$ cat src/rtl/fetch_sequencer_if.sv
// Instruction-memory fetch handshake: request/address out, ready/data back.
// master = fetch_sequencer, slave = instruction memory.
interface fetch_sequencer_if #(
  parameter int ADDR_W = 16
);
  logic              imem_req;
  logic [ADDR_W-1:0] imem_addr;
  logic              imem_ready;
  logic [ADDR_W-1:0] imem_rdata;

  modport master (
    output imem_req,
    output imem_addr,
    input  imem_ready,
    input  imem_rdata
  );

  modport slave (
    input  imem_req,
    input  imem_addr,
    output imem_ready,
    output imem_rdata
  );
endinterface

$ cat src/rtl/fetch_sequencer.sv
// IF-stage controller: owns the PC, sequences imem fetches, loads IF/ID.
// Ports: clock/reset_n, imem (master), branch/stall in, pc + IF/ID out.
module fetch_sequencer #(
  parameter int              ADDR_W      = 16,
  parameter logic [ADDR_W-1:0] RESET_PC  = '0,
  parameter int              PC_STEP     = 4,
  parameter int              BOOT_CYCLES = 2
) (
  input  logic              clock,
  input  logic              reset_n,
  fetch_sequencer_if.master imem,
  input  logic              branch_taken,
  input  logic [ADDR_W-1:0] branch_target,
  input  logic              stall,
  output logic [ADDR_W-1:0] pc,
  output logic [ADDR_W-1:0] if_id_instr,
  output logic [ADDR_W-1:0] if_id_pc4,
  output logic              if_id_valid,
  output logic [15:0]       fetch_count
);

  typedef enum logic [1:0] {
    BOOT,
    FETCH,
    REDIRECT,
    HOLD
  } state_t;

  localparam logic [3:0] BOOT_LAST =
    4'(BOOT_CYCLES - 1);
  localparam logic [ADDR_W-1:0] STEP =
    ADDR_W'(PC_STEP);

  state_t            state_q;
  logic [3:0]        boot_cnt_q;
  logic [ADDR_W-1:0] pc_q;
  logic [ADDR_W-1:0] redir_q;
  logic [ADDR_W-1:0] hold_q;
  logic [ADDR_W-1:0] instr_q;
  logic [ADDR_W-1:0] pc4_q;
  logic              valid_q;
  logic              req_q;
  logic [15:0]       cnt_q;

  logic              acc;
  logic [ADDR_W-1:0] pc_inc;

  assign acc    = req_q & imem.imem_ready;
  assign pc_inc = pc_q + STEP;

  always_ff @(posedge clock or negedge reset_n) begin
    if (!reset_n) begin
      state_q    <= BOOT;
      boot_cnt_q <= '0;
      pc_q       <= RESET_PC;
      redir_q    <= '0;
      hold_q     <= '0;
      instr_q    <= '0;
      pc4_q      <= '0;
      valid_q    <= 1'b0;
      req_q      <= 1'b0;
      cnt_q      <= '0;
    end else begin
      unique case (state_q)
        BOOT: begin
          boot_cnt_q <= boot_cnt_q + 4'd1;
          if (branch_taken) begin
            pc_q <= branch_target;
          end
          if (boot_cnt_q == BOOT_LAST) begin
            state_q <= FETCH;
            req_q   <= 1'b1;
          end
        end
        FETCH: begin
          if (branch_taken && acc) begin
            pc_q    <= branch_target;
            valid_q <= 1'b0;
          end else if (branch_taken) begin
            // word still in flight: finish it
            redir_q <= branch_target;
            valid_q <= 1'b0;
            state_q <= REDIRECT;
          end else if (acc && !stall) begin
            instr_q <= imem.imem_rdata;
            pc4_q   <= pc_inc;
            valid_q <= 1'b1;
            pc_q    <= pc_inc;
            cnt_q   <= cnt_q + 16'd1;
          end else if (acc) begin
            hold_q  <= imem.imem_rdata;
            pc_q    <= pc_inc;
            state_q <= HOLD;
            req_q   <= 1'b0;
          end else if (!stall) begin
            valid_q <= 1'b0;
          end
        end
        REDIRECT: begin
          valid_q <= 1'b0;
          if (acc) begin
            pc_q    <= branch_taken ?
                       branch_target : redir_q;
            state_q <= FETCH;
          end else if (branch_taken) begin
            redir_q <= branch_target;
          end
        end
        HOLD: begin
          if (branch_taken) begin
            pc_q    <= branch_target;
            valid_q <= 1'b0;
            state_q <= FETCH;
            req_q   <= 1'b1;
          end else if (!stall) begin
            // pc already points past the held word
            instr_q <= hold_q;
            pc4_q   <= pc_q;
            valid_q <= 1'b1;
            cnt_q   <= cnt_q + 16'd1;
            state_q <= FETCH;
            req_q   <= 1'b1;
          end
        end
        default: begin
          state_q <= BOOT;
          req_q   <= 1'b0;
        end
      endcase
    end
  end

  assign imem.imem_req  = req_q;
  assign imem.imem_addr = pc_q;
  assign pc             = pc_q;
  assign if_id_instr    = instr_q;
  assign if_id_pc4      = pc4_q;
  assign if_id_valid    = valid_q;
  assign fetch_count    = cnt_q;

endmodule

$ cat src/flat_wrapper.sv
// flat-port wrapper written by rule: the top's interface ports become plain ports
module fetch_sequencer_flat 
#(
  parameter int              ADDR_W      = 16,
  parameter logic [ADDR_W-1:0] RESET_PC  = '0,
  parameter int              PC_STEP     = 4,
  parameter int              BOOT_CYCLES = 2
)
  (clock, reset_n, branch_taken, branch_target, stall, pc, if_id_instr, if_id_pc4, if_id_valid, fetch_count, imem_imem_req, imem_imem_addr, imem_imem_ready, imem_imem_rdata);
  fetch_sequencer_if #(.ADDR_W(ADDR_W)) imem_i ();
  input  logic clock;
  input  logic reset_n;
  input  logic branch_taken;
  input  logic [ADDR_W-1:0] branch_target;
  input  logic stall;
  output logic [ADDR_W-1:0] pc;
  output logic [ADDR_W-1:0] if_id_instr;
  output logic [ADDR_W-1:0] if_id_pc4;
  output logic if_id_valid;
  output logic [15:0] fetch_count;
  output wire logic [$bits(imem_i.imem_req)-1:0] imem_imem_req;
  output wire logic [$bits(imem_i.imem_addr)-1:0] imem_imem_addr;
  input wire logic [$bits(imem_i.imem_ready)-1:0] imem_imem_ready;
  input wire logic [$bits(imem_i.imem_rdata)-1:0] imem_imem_rdata;
  assign imem_imem_req = imem_i.imem_req;
  assign imem_imem_addr = imem_i.imem_addr;
  assign imem_i.imem_ready = imem_imem_ready;
  assign imem_i.imem_rdata = imem_imem_rdata;
  fetch_sequencer #(.ADDR_W(ADDR_W), .RESET_PC(RESET_PC), .PC_STEP(PC_STEP), .BOOT_CYCLES(BOOT_CYCLES)) u_core (.clock(clock), .reset_n(reset_n), .imem(imem_i), .branch_taken(branch_taken), .branch_target(branch_target), .stall(stall), .pc(pc), .if_id_instr(if_id_instr), .if_id_pc4(if_id_pc4), .if_id_valid(if_id_valid), .fetch_count(fetch_count));
endmodule
$ cat config.mk
export PLATFORM = sky130hd
export DESIGN_NAME = fetch_sequencer_flat
export DESIGN_NICKNAME = d
export VERILOG_FILES = /design/src/rtl/fetch_sequencer_if.sv /design/src/rtl/fetch_sequencer.sv /design/src/flat_wrapper.sv
export SDC_FILE = /design/constraint.sdc
export NUM_CORES = 1
export LEC_CHECK = 0
export ABC_AREA = 1
export BUFFER_PORTS_ARGS = -buffer_cell sky130_fd_sc_hd__buf_2
export CAP_MARGIN = 20
export CORE_UTILIZATION = 43
export DETAILED_ROUTE_END_ITERATION = 10
export PLACE_DENSITY = 0.65
export REMOVE_ABC_BUFFERS = 1
export SLEW_MARGIN = 20
export SYNTH_ARGS = -nofsm -noshare
export SYNTH_HDL_FRONTEND = slang
export SYNTH_SLANG_ARGS = --single-unit
$ cat constraint.sdc
create_clock -name clock -period 3.8 [get_ports clock]
set_clock_uncertainty 0.05 [all_clocks]
set_input_delay 0.19 -clock clock [delete_from_list [all_inputs] [get_ports clock]]
set_output_delay 0.19 -clock clock [all_outputs]
set_load 0.02 [all_outputs]
==> results of run 1 <==
## metrics by stage
stage | setup slack, ns | total power [uW]
5_1_grt | 0.8680 | 6872
6_report | 1.112 | 6303
3_5_place_dp | 1.080 | 5272
4_1_cts | 1.065 | 6346
2_1_floorplan | 1.186 | 4242
3_3_place_gp | 1.153 | 5227
## power by group
part / internal, uW / leakage (uW) / switching (uW)
sequential: 1640 / 0.00125 / 404
clock: 642 / 0.000162 / 411
combinational: 1090 / 0.00196 / 2120
total: 3370 / 0.00337 / 2930
## cells by family after synthesis
logic type                 count (synthesis)  synth area share (%)
buffers and inverters                    113                 9.898
AOI/OAI and AO/OA                        127                 12.17
DFF                                      104                 44.95
and+or+nand+nor                          339                 24.16
muxes                                     16                 3.760
xor gates and xnor gates                  22                 3.328
adders and majority gates                  8                 1.729
## final cells by class
class	count	area share, %
sequential	104	38.95
timing repair buffer	124	9.588
multi-input combinational	512	39.12
clock inverter	6	1.610
inverter	68	4.007
tap	176	3.296
clock buffer	10	3.427
## registers in the layout (all words and copies together), names as in the netlist
name                   flops
u_core.fetch_count        16
u_core.hold_q             16
u_core.if_id_instr        16
u_core.if_id_pc4          16
u_core.imem.imem_addr     16
u_core.redir_q            16
u_core.boot_cnt_q          4
u_core.state_q             2
u_core.if_id_valid         1
u_core.imem.imem_req       1
## worst min path at each step
| stage | endpoint | slack (ns) | depth (start not counted) |
|---|---|---|---|
| global route | u_core.hold_q[10]$_DFFE_PN0P_ | 0.05 | 2 |
| finish | u_core.hold_q[9]$_DFFE_PN0P_ | 0.05 | 2 |
| detailed placement | u_core.fetch_count[15]$_DFFE_PN0P_ | 0.03 | 1 |
| CTS | u_core.hold_q[9]$_DFFE_PN0P_ | 0.04 | 2 |
| global placement | u_core.fetch_count[15]$_DFFE_PN0P_ | 0.03 | 1 |
| floorplan | u_core.boot_cnt_q[0]$_DFFE_PN0N_ | -0.16 | 0 |
## routing by layer
metal,up-vias,GRT usage [%]
li1,2518,-
met1,2265,30.58
met2,133,30.66
met3,19,2.762
met4,0,8.333
met5,-,0
## worst max-delay path, stage by stage (launching register included)
cell,delay [ns]
dfrtp_1,0.42
ha_1,0.21
buf_4,0.24
inv_2,0.47
o21ai_1,0.14
nor2_2,0.15
nand2_4,0.20
inv_6,0.38
nand3_1,0.15
xnor2_1,0.15
## cells in the final DEF, fill, tap and decap left out, drive strengths merged
master / Yosys / routed
nand2: 218 / 218
buf: 35 / 123
dfrtp: 104 / 104
inv: 68 / 68
nor2: 60 / 60
o21ai: 58 / 58
nand3: 44 / 44
a21oi: 27 / 27
a31oi: 27 / 27
xor2: 17 / 17
mux2: 16 / 16
nor3: 10 / 10
a21boi: 10 / 10
clkbuf: 10 / 10
ha: 8 / 8
xnor2: 5 / 5
nand4: 5 / 5
bufinv: 0 / 3
o22ai: 2 / 2
o211ai: 2 / 2
clkinv: 0 / 2
or2: 2 / 2
o21a: 1 / 1
clkinvlp: 0 / 1
dlygate4sd3: 0 / 1
==> flow_summary.toml, run 1 <==
[routing]
drc = 0
routed_wl_mm = 13.44
num_vias = 4935
highest_layer = "met4"
ant_nets = 0
wl_met1_mm = 6.962
drt_pass1_iterations = 5
vias_per_cell = 4.935
met3_length_um = 493
dr_wl_met2_mm = 5.724
wl_per_cell_um = 13.44
drtIter0Drc = 357

[setup_path]
endpoint = "u_core.fetch_count[8]$_DFFE_PN0P_"
crit_type = "flop to flop"
cp-start-kind = "flop"
reg2reg_slack_ns = 1.11
end_kind = "flop"
r2r_start = "u_core.state_q[0]$_DFFE_PN0P_"
r2r-end = "u_core.fetch_count[8]$_DFFE_PN0P_"
required_ns = 3.98
cp.arrival_ns = 2.87
r2r_cells = 9
timing.critical_path.from = "u_core.state_q[0]$_DFFE_PN0P_"
cp_max_fo = 64

[synth]
synth_most_common_cell = "nand2_1"
synth_top_area_cell = "dfrtp_1"
netlist_top_cells_count = "nand2_1 (214), dfrtp_1 (104), inv_1 (62), nor2_1 (57), o21ai_0 (56)"
ys_warn_count = 0
syn-cell-area_um2 = 5789
synthFlopType = "dfrtp_1"
synth_cells = 729
async_flop_share_pct = 100.0
synth_cell_types = 36
ys_seq_area_share_pct = 44.95
synth-edff-count = 0
synthTopCellsByArea = "dfrtp_1 (45%), nand2_1 (14%), o21ai_0 (4.8%)"
ys_ff_latch = 104
yosys.area.top_type_share_pct = 44.95
synth_area_per_cell_um2 = 7.941

[final_layout]
final_util_pct = 50.65
final_cells = 1000
layout.nets = 864
syn_to_final_growth_pct = 15.41
stdcell_area_um2 = 6681
num_antenna_cells = 0
fillCellCount = 1274
multi_input_area_um2 = 2614
drive_gt1_share_pct = 20.39
regArea_um2 = 2603

[timing]
setup_viol = 0
fin_crit_ns = 2.688
rsz0062_at_grt = "false"
whs_ns = 0.05365
hold_viol_final = 0
max_freq_mhz = 372.1
finalCritPeriodShare_pct = 70.73
slew_headroom_pct = 58.20
slew_violations = 0
tightest_slew_ns = 0.6256
setup_tns_ns = 0

[placement]
dp_cells = 983
place_hpwl_mm = 9.699
place.port_buffers = 118
place_congestion = 0.8499
postPlaceCellArea_um2 = 6335

[global_routing]
grt_max_degree = 65
grt_pass1_vias = 4579
grt_overflow = 0
antenna_found_initial = 0
grt_usage_pct = 20.75
grt_pass1_wl_mm = 23.27

[clocking]
cts_num_sinks = 104
htreeDepth = 3
cts_tree = "done"
cts_setup_buffers = 0
clk_pin_slew_ns = 0.07
cts_buffers = 9
cts-resized-gates = 0
hold_buffers = 1
clk_latency_ns = 0.35
cts-root-buf = "clkbuf_16"
cts_buffer_depth = 2

[floorplan]
die_h_um = 118.0
die_w_um = 118.0
core-area_um2 = 13190
dieArea_um2 = 13930
ioPinCount = 119
start_util_pct = 43.89
fp-row-count = 42

[flow_run]
maxCapViolCount = 0

[worst_hold_path]
hold_path_class = "primary input to flop"
min-delay-start = "imem_imem_rdata[9]"

[power]
power_leakage_uw = 0.003375
ir_drop_mv = 0.3157
power.density_nw_per_um2 = 943.4

[status]
status = "complete, no violations"
(Power assumes the default switching activity.)
==> run 2: changes to the inputs <==
- PLACE_DENSITY: 0.65 -> 0.68
- clock period: 3.8 -> 2.3 ns (I/O delays scaled with it)
==> run 2 against run 1 <==
  * Sequential power increased by 65%
  * Wire length increased by 3.4%
  * Non-clock buffer count is 33 higher
  * Highest routed layer unchanged
==> flow_summary.toml, run 2 (synthesis results as in run 1) <==
[status]
status = "complete, no violations"

[worst_hold_path]
hold_end = "u_core.imem.imem_addr[9]$_DFFE_PN0P_"
worstHoldPathCells = 3
min-delay-start = "branch_target[9]"
hold_path_class = "primary input to flop"

[floorplan]
dieArea_um2 = 13930
ioPinCount = 119
start_util_pct = 43.89
die_h_um = 118.0
fp-row-count = 42
core-area_um2 = 13190
die_w_um = 118.0

[routing]
highest_layer = "met4"
drt_pass1_iterations = 4
ant_nets = 0
dr_wl_met2_mm = 6.135
wl_per_cell_um = 13.46
drtIter0Drc = 286
wl_met1_mm = 6.890
met3_length_um = 593
vias_per_cell = 4.945
drc = 0
routed_wl_mm = 13.91
num_vias = 5108

[global_routing]
grt_pass1_vias = 4814
grt_max_degree = 43
antenna_found_initial = 0
grt_pass1_wl_mm = 23.60
grt_overflow = 0
grt_usage_pct = 21.16

[power]
p_total_uw = 10290
ir_drop_mv = 0.4704
power_leakage_uw = 0.003493
power.density_nw_per_um2 = 1485

[clocking]
cts_num_sinks = 104
htreeDepth = 3
cts_buffer_depth = 2
cts-resized-gates = 0
cts_buffers = 9
clk_latency_ns = 0.35
cts-root-buf = "clkbuf_16"
clk_pin_slew_ns = 0.07
cts_tree = "done"

[timing]
slew_violations = 0
fin_crit_ns = 2.028
rsz0062_at_grt = "false"
finalCritPeriodShare_pct = 88.17
max_freq_mhz = 493.1
hold_viol_final = 0
tightest_slew_ns = 0.5335
slew_headroom_pct = 64.43
whs_ns = 0.07886
setup_viol = 0

[final_layout]
drive_gt1_share_pct = 21.24
final_common_cell = "nand2_1"
syn_to_final_growth_pct = 19.69
layout.nets = 897
fillCellCount = 1274
final_util_pct = 52.53
most-common-layout-cells = "nand2_1 (214), buf_2 (117), dfrtp_1 (104)"
num_antenna_cells = 0

[setup_path]
reg2reg_slack_ns = 0.27
end_kind = "flop"
cp_max_fo = 29
cp-start-kind = "flop"
cp.arrival_ns = 2.25
crit_top_cell = "inv_6"
r2r_start = "u_core.state_q[1]$_DFFE_PN0P_"
required_ns = 2.52
slowest_stage = "dfrtp_1"
crit_path_cell_trace = "inv_1 -> ha_1 -> inv_6 -> nand2_2 -> o21ai_1 -> nor2_2 -> nand2_4 -> inv_6 -> buf_4 -> nor2_1 -> a31oi_1"
r2r-end = "u_core.if_id_instr[10]$_DFFE_PN0P_"
r2r_cells = 11
critPathMaxStageDelay_ns = 0.42
crit_type = "flop to flop"

[flow_run]
maxCapViolCount = 0

[placement]
place.port_buffers = 118
place_hpwl_mm = 10.17
place_congestion = 0.8484
## run 2: cell count changes in the layout (fill, tap and decap cells not counted)
cell,previous run,this run
buf_12,0,2
buf_4,6,19
bufinv_16,3,0
clkbuf_1,1,2
clkinv_4,0,1
clkinvlp_4,1,2
dlygate4sd3_1,1,19
## run 2: repair_timing
item / in CTS / in global routing
setup buffers: 0 / 0
hold buffers: 19 / 0
endpoints found under the hold margin: 72 / 0
## run 2: power breakdown
group	total, uW	switching, uW	internal, uW	leakage (uW)
clock network	1410	676	733	0.000126
logic	5520	3550	1970	0.00211
registers	3360	653	2710	0.00125
## run 2: worst max path at each step
stage / startpoint / end / cells past startpoint
5_1_grt: u_core.state_q[1]$_DFFE_PN0P_ / u_core.if_id_instr[14]$_DFFE_PN0P_ / 11
3_3_place_gp: u_core.state_q[1]$_DFFE_PN0P_ / u_core.if_id_instr[7]$_DFFE_PN0P_ / 11
3_5_place_dp: u_core.state_q[1]$_DFFE_PN0P_ / u_core.if_id_instr[10]$_DFFE_PN0P_ / 11
4_1_cts: u_core.state_q[1]$_DFFE_PN0P_ / u_core.if_id_instr[10]$_DFFE_PN0P_ / 11
2_1_floorplan: u_core.state_q[0]$_DFFE_PN0P_ / u_core.fetch_count[8]$_DFFE_PN0P_ / 9
6_report: u_core.state_q[1]$_DFFE_PN0P_ / u_core.if_id_instr[10]$_DFFE_PN0P_ / 11
## run 2: per-layer routing
metal	track usage (%)	up-vias
met5	0	-
met4	8.413	0
met3	2.907	17
met2	32.79	145
met1	29.85	2345
li1	-	2601
## run 2: through the flow
stage                     cell area [um^2]  TNS [ns]  setup slack (ns)  cells
final                                 6929         0            0.2720   1033
after global placement                6472         0            0.3550    998
after detailed placement              6472         0            0.2564    998
after CTS                             6929         0            0.2375   1033
after global routing                  6929         0           0.07017   1033
after floorplan                       5484    -7.241           -0.3142    684
## run 2: worst max-delay path: cells and delay by family (launching register included)
kind,cells,cell delay [ns]
buffers and inverters,4,0.66
AOI/OAI and AO/OA,2,0.20
DFF,1,0.42
adders and majority gates,1,0.24
and+or+nand+nor,4,0.39
## run 2: area by class of cell
class	instances	area (um^2)	share of cell area (%)
tap	176	220.2	3.178
clock inverter	5	33.78	0.4875
clock buffer	11	232.7	3.359
sequential	104	2603	37.56
multi-input combinational	512	2614	37.72
timing repair buffer	157	958.4	13.83
inverter	68	267.8	3.864
==> run 3: changes to the inputs <==
- CORE_ASPECT_RATIO: not set -> 0.7
==> run 3 against run 2 <==
  * Worst hold slack improved by 0.028 ns
  * Largest power group unchanged
  * Largest cell class unchanged
  * Global-route usage is 0.65 points higher
  * Critical path type unchanged
  * Clock power is 6% higher
  * Sequential power rose by 1%
  * Core utilization grew 0.13 points
  * First-iteration DRC count increased by 32%
  * Design area fell by 0.14%
==> flow_summary.toml, run 3 (synthesis results as in run 1) <==
[timing]
finalCritPeriodShare_pct = 88.25
hold_viol_final = 0
max_freq_mhz = 492.7
worst_slack_ns = 0.2702
rsz0062_at_grt = "false"
fin_crit_ns = 2.030
slew_violations = 0
slew_headroom_pct = 58.91
tightest_slew_ns = 0.6163
setup_viol = 0

[clocking]
cts_tree = "done"
cts_setup_buffers = 0
cts_buffers = 9
cts_buffer_depth = 2
htreeDepth = 3
cts_num_sinks = 104
clk_latency_ns = 0.35
clk_pin_slew_ns = 0.08
cts-root-buf = "clkbuf_16"
cts-resized-gates = 0

[status]
status = "complete, no violations"

[global_routing]
grt_use_met3_pct = 4.373
grt_pass1_wl_mm = 24.02
busiest_layer = "met1"
grt_usage_pct = 21.81
grt_pass1_vias = 4678
grt_overflow = 0
grt_max_degree = 47
grt_use_met1_pct = 33.79
met2_usage_pct = 31.65
antenna_found_initial = 0

[final_layout]
drive_gt1_share_pct = 21.01
most-common-layout-cells = "nand2_1 (214), buf_2 (117), dfrtp_1 (104)"
final_util_pct = 52.67
layout.nets = 892
stdcell_area_um2 = 6919
num_antenna_cells = 0
syn_to_final_growth_pct = 19.52
final_common_cell = "nand2_1"

[setup_path]
slowest_stage = "dfrtp_1"
required_ns = 2.52
cp-start-kind = "flop"
critPathMaxStageDelay_ns = 0.41
crit_top_cell = "inv_6"
cp_max_fo = 28
end_kind = "flop"
cp.arrival_ns = 2.25
crit_type = "flop to flop"
crit_path_cell_trace = "inv_1 -> ha_1 -> inv_6 -> nand2_2 -> o21ai_1 -> nor2_2 -> nand2_4 -> inv_6 -> buf_4 -> nor2_1 -> a31oi_1"

[routing]
routed_wl_mm = 14.48
num_vias = 5143
vias_per_cell = 5.052
wl_per_cell_um = 14.22
ant_nets = 0
drc = 0
drtIter0Drc = 377
drt_pass1_iterations = 6

[power]
p_sw_uw = 5022
switching_share_pct = 48.14
clkPwrFrac_pct = 14.4
p_comb_share_pct = 52.9
power_leakage_uw = 0.003484
power.density_nw_per_um2 = 1507
intPower_uw = 5409
seqPwrFrac_pct = 32.6
ir_drop_mv = 0.7515
p_total_uw = 10430

[placement]
detailedPlace.worstSlack_ns = 0.2975
place_congestion = 0.8470
postPlaceCellArea_um2 = 6435
place.port_buffers = 118
place_hpwl_mm = 10.43

[floorplan]
start_util_pct = 44.07
ioPinCount = 119
core-area_um2 = 13140
die_w_um = 140.7
fp-row-count = 35
die_h_um = 99.08
dieArea_um2 = 13940

[flow_run]
maxCapViolCount = 0

[worst_hold_path]
hold_path_class = "primary input to flop"
run 3: layer usage:
layer	wire length [um]	share of wire, %
met2	6023	42
met1	7512	52
met5	0	0
met3	865	6.0
met4	77	0.53
run 3: area by class of cell:
cell class	count	area, um^2
fill	1247	6218
multi-input combinational	512	2614
tap	166	207.7
timing repair buffer	152	933.4
clock buffer	9	225.2
clock inverter	7	68.82
sequential	104	2603
inverter	68	267.8
run 3: path summary, 6_finish.rpt:
kind / from / to / slack (ns) / cells after the start
worst max-delay path: u_core.state_q[1]$_DFFE_PN0P_ / u_core.if_id_instr[8]$_DFFE_PN0P_ / 0.27 / 11
worst min-delay path: branch_target[7] / u_core.imem.imem_addr[7]$_DFFE_PN0P_ / 0.11 / 5
worst max register to register: u_core.state_q[1]$_DFFE_PN0P_ / u_core.if_id_instr[8]$_DFFE_PN0P_ / 0.27 / 11
worst min register to register: u_core.boot_cnt_q[3]$_DFFE_PN0N_ / u_core.boot_cnt_q[3]$_DFFE_PN0N_ / 0.43 / 1
max in group asynchronous: reset_n / u_core.if_id_instr[15]$_DFFE_PN0P_ / 1.19 / 3
min in group asynchronous: reset_n / u_core.redir_q[2]$_DFFE_PN0P_ / 0.28 / 2
run 3: through the flow:
stage,hold slack [ns],setup TNS [ns],std cells
after global placement,0.1247,0,983
after global routing,0.1246,0,1018
after detailed placement,0.1238,0,983
final,0.1071,0,1018
after floorplan,-0.2306,-7.241,684
after CTS,0.08876,0,1018
run 3: critical path, delay by kind of cell, from the launching register on:
kind	cells	cell delay, ns
AO/OA/AOI/OAI	2	0.21
flip-flops	1	0.41
adder cells (fa/ha/maj)	1	0.24
buffers and inverters	4	0.62
AND/OR/NAND/NOR	4	0.39
run 3: what timing repair did:
action	4_1_cts	5_1_grt
endpoints found under the setup margin	0	0
hold buffers	19	0
hold endpoints to repair	78	0
run 3: power by group through the flow:
stage               combinational, uW  clock (uW)  sequential (uW)
global route                     6190        1630             3520
floorplan                        2930           0             4080
global placement                 5410           0             3430
CTS                              5530        1540             3400
detailed placement               5490           0             3410
finish                           5520        1500             3400
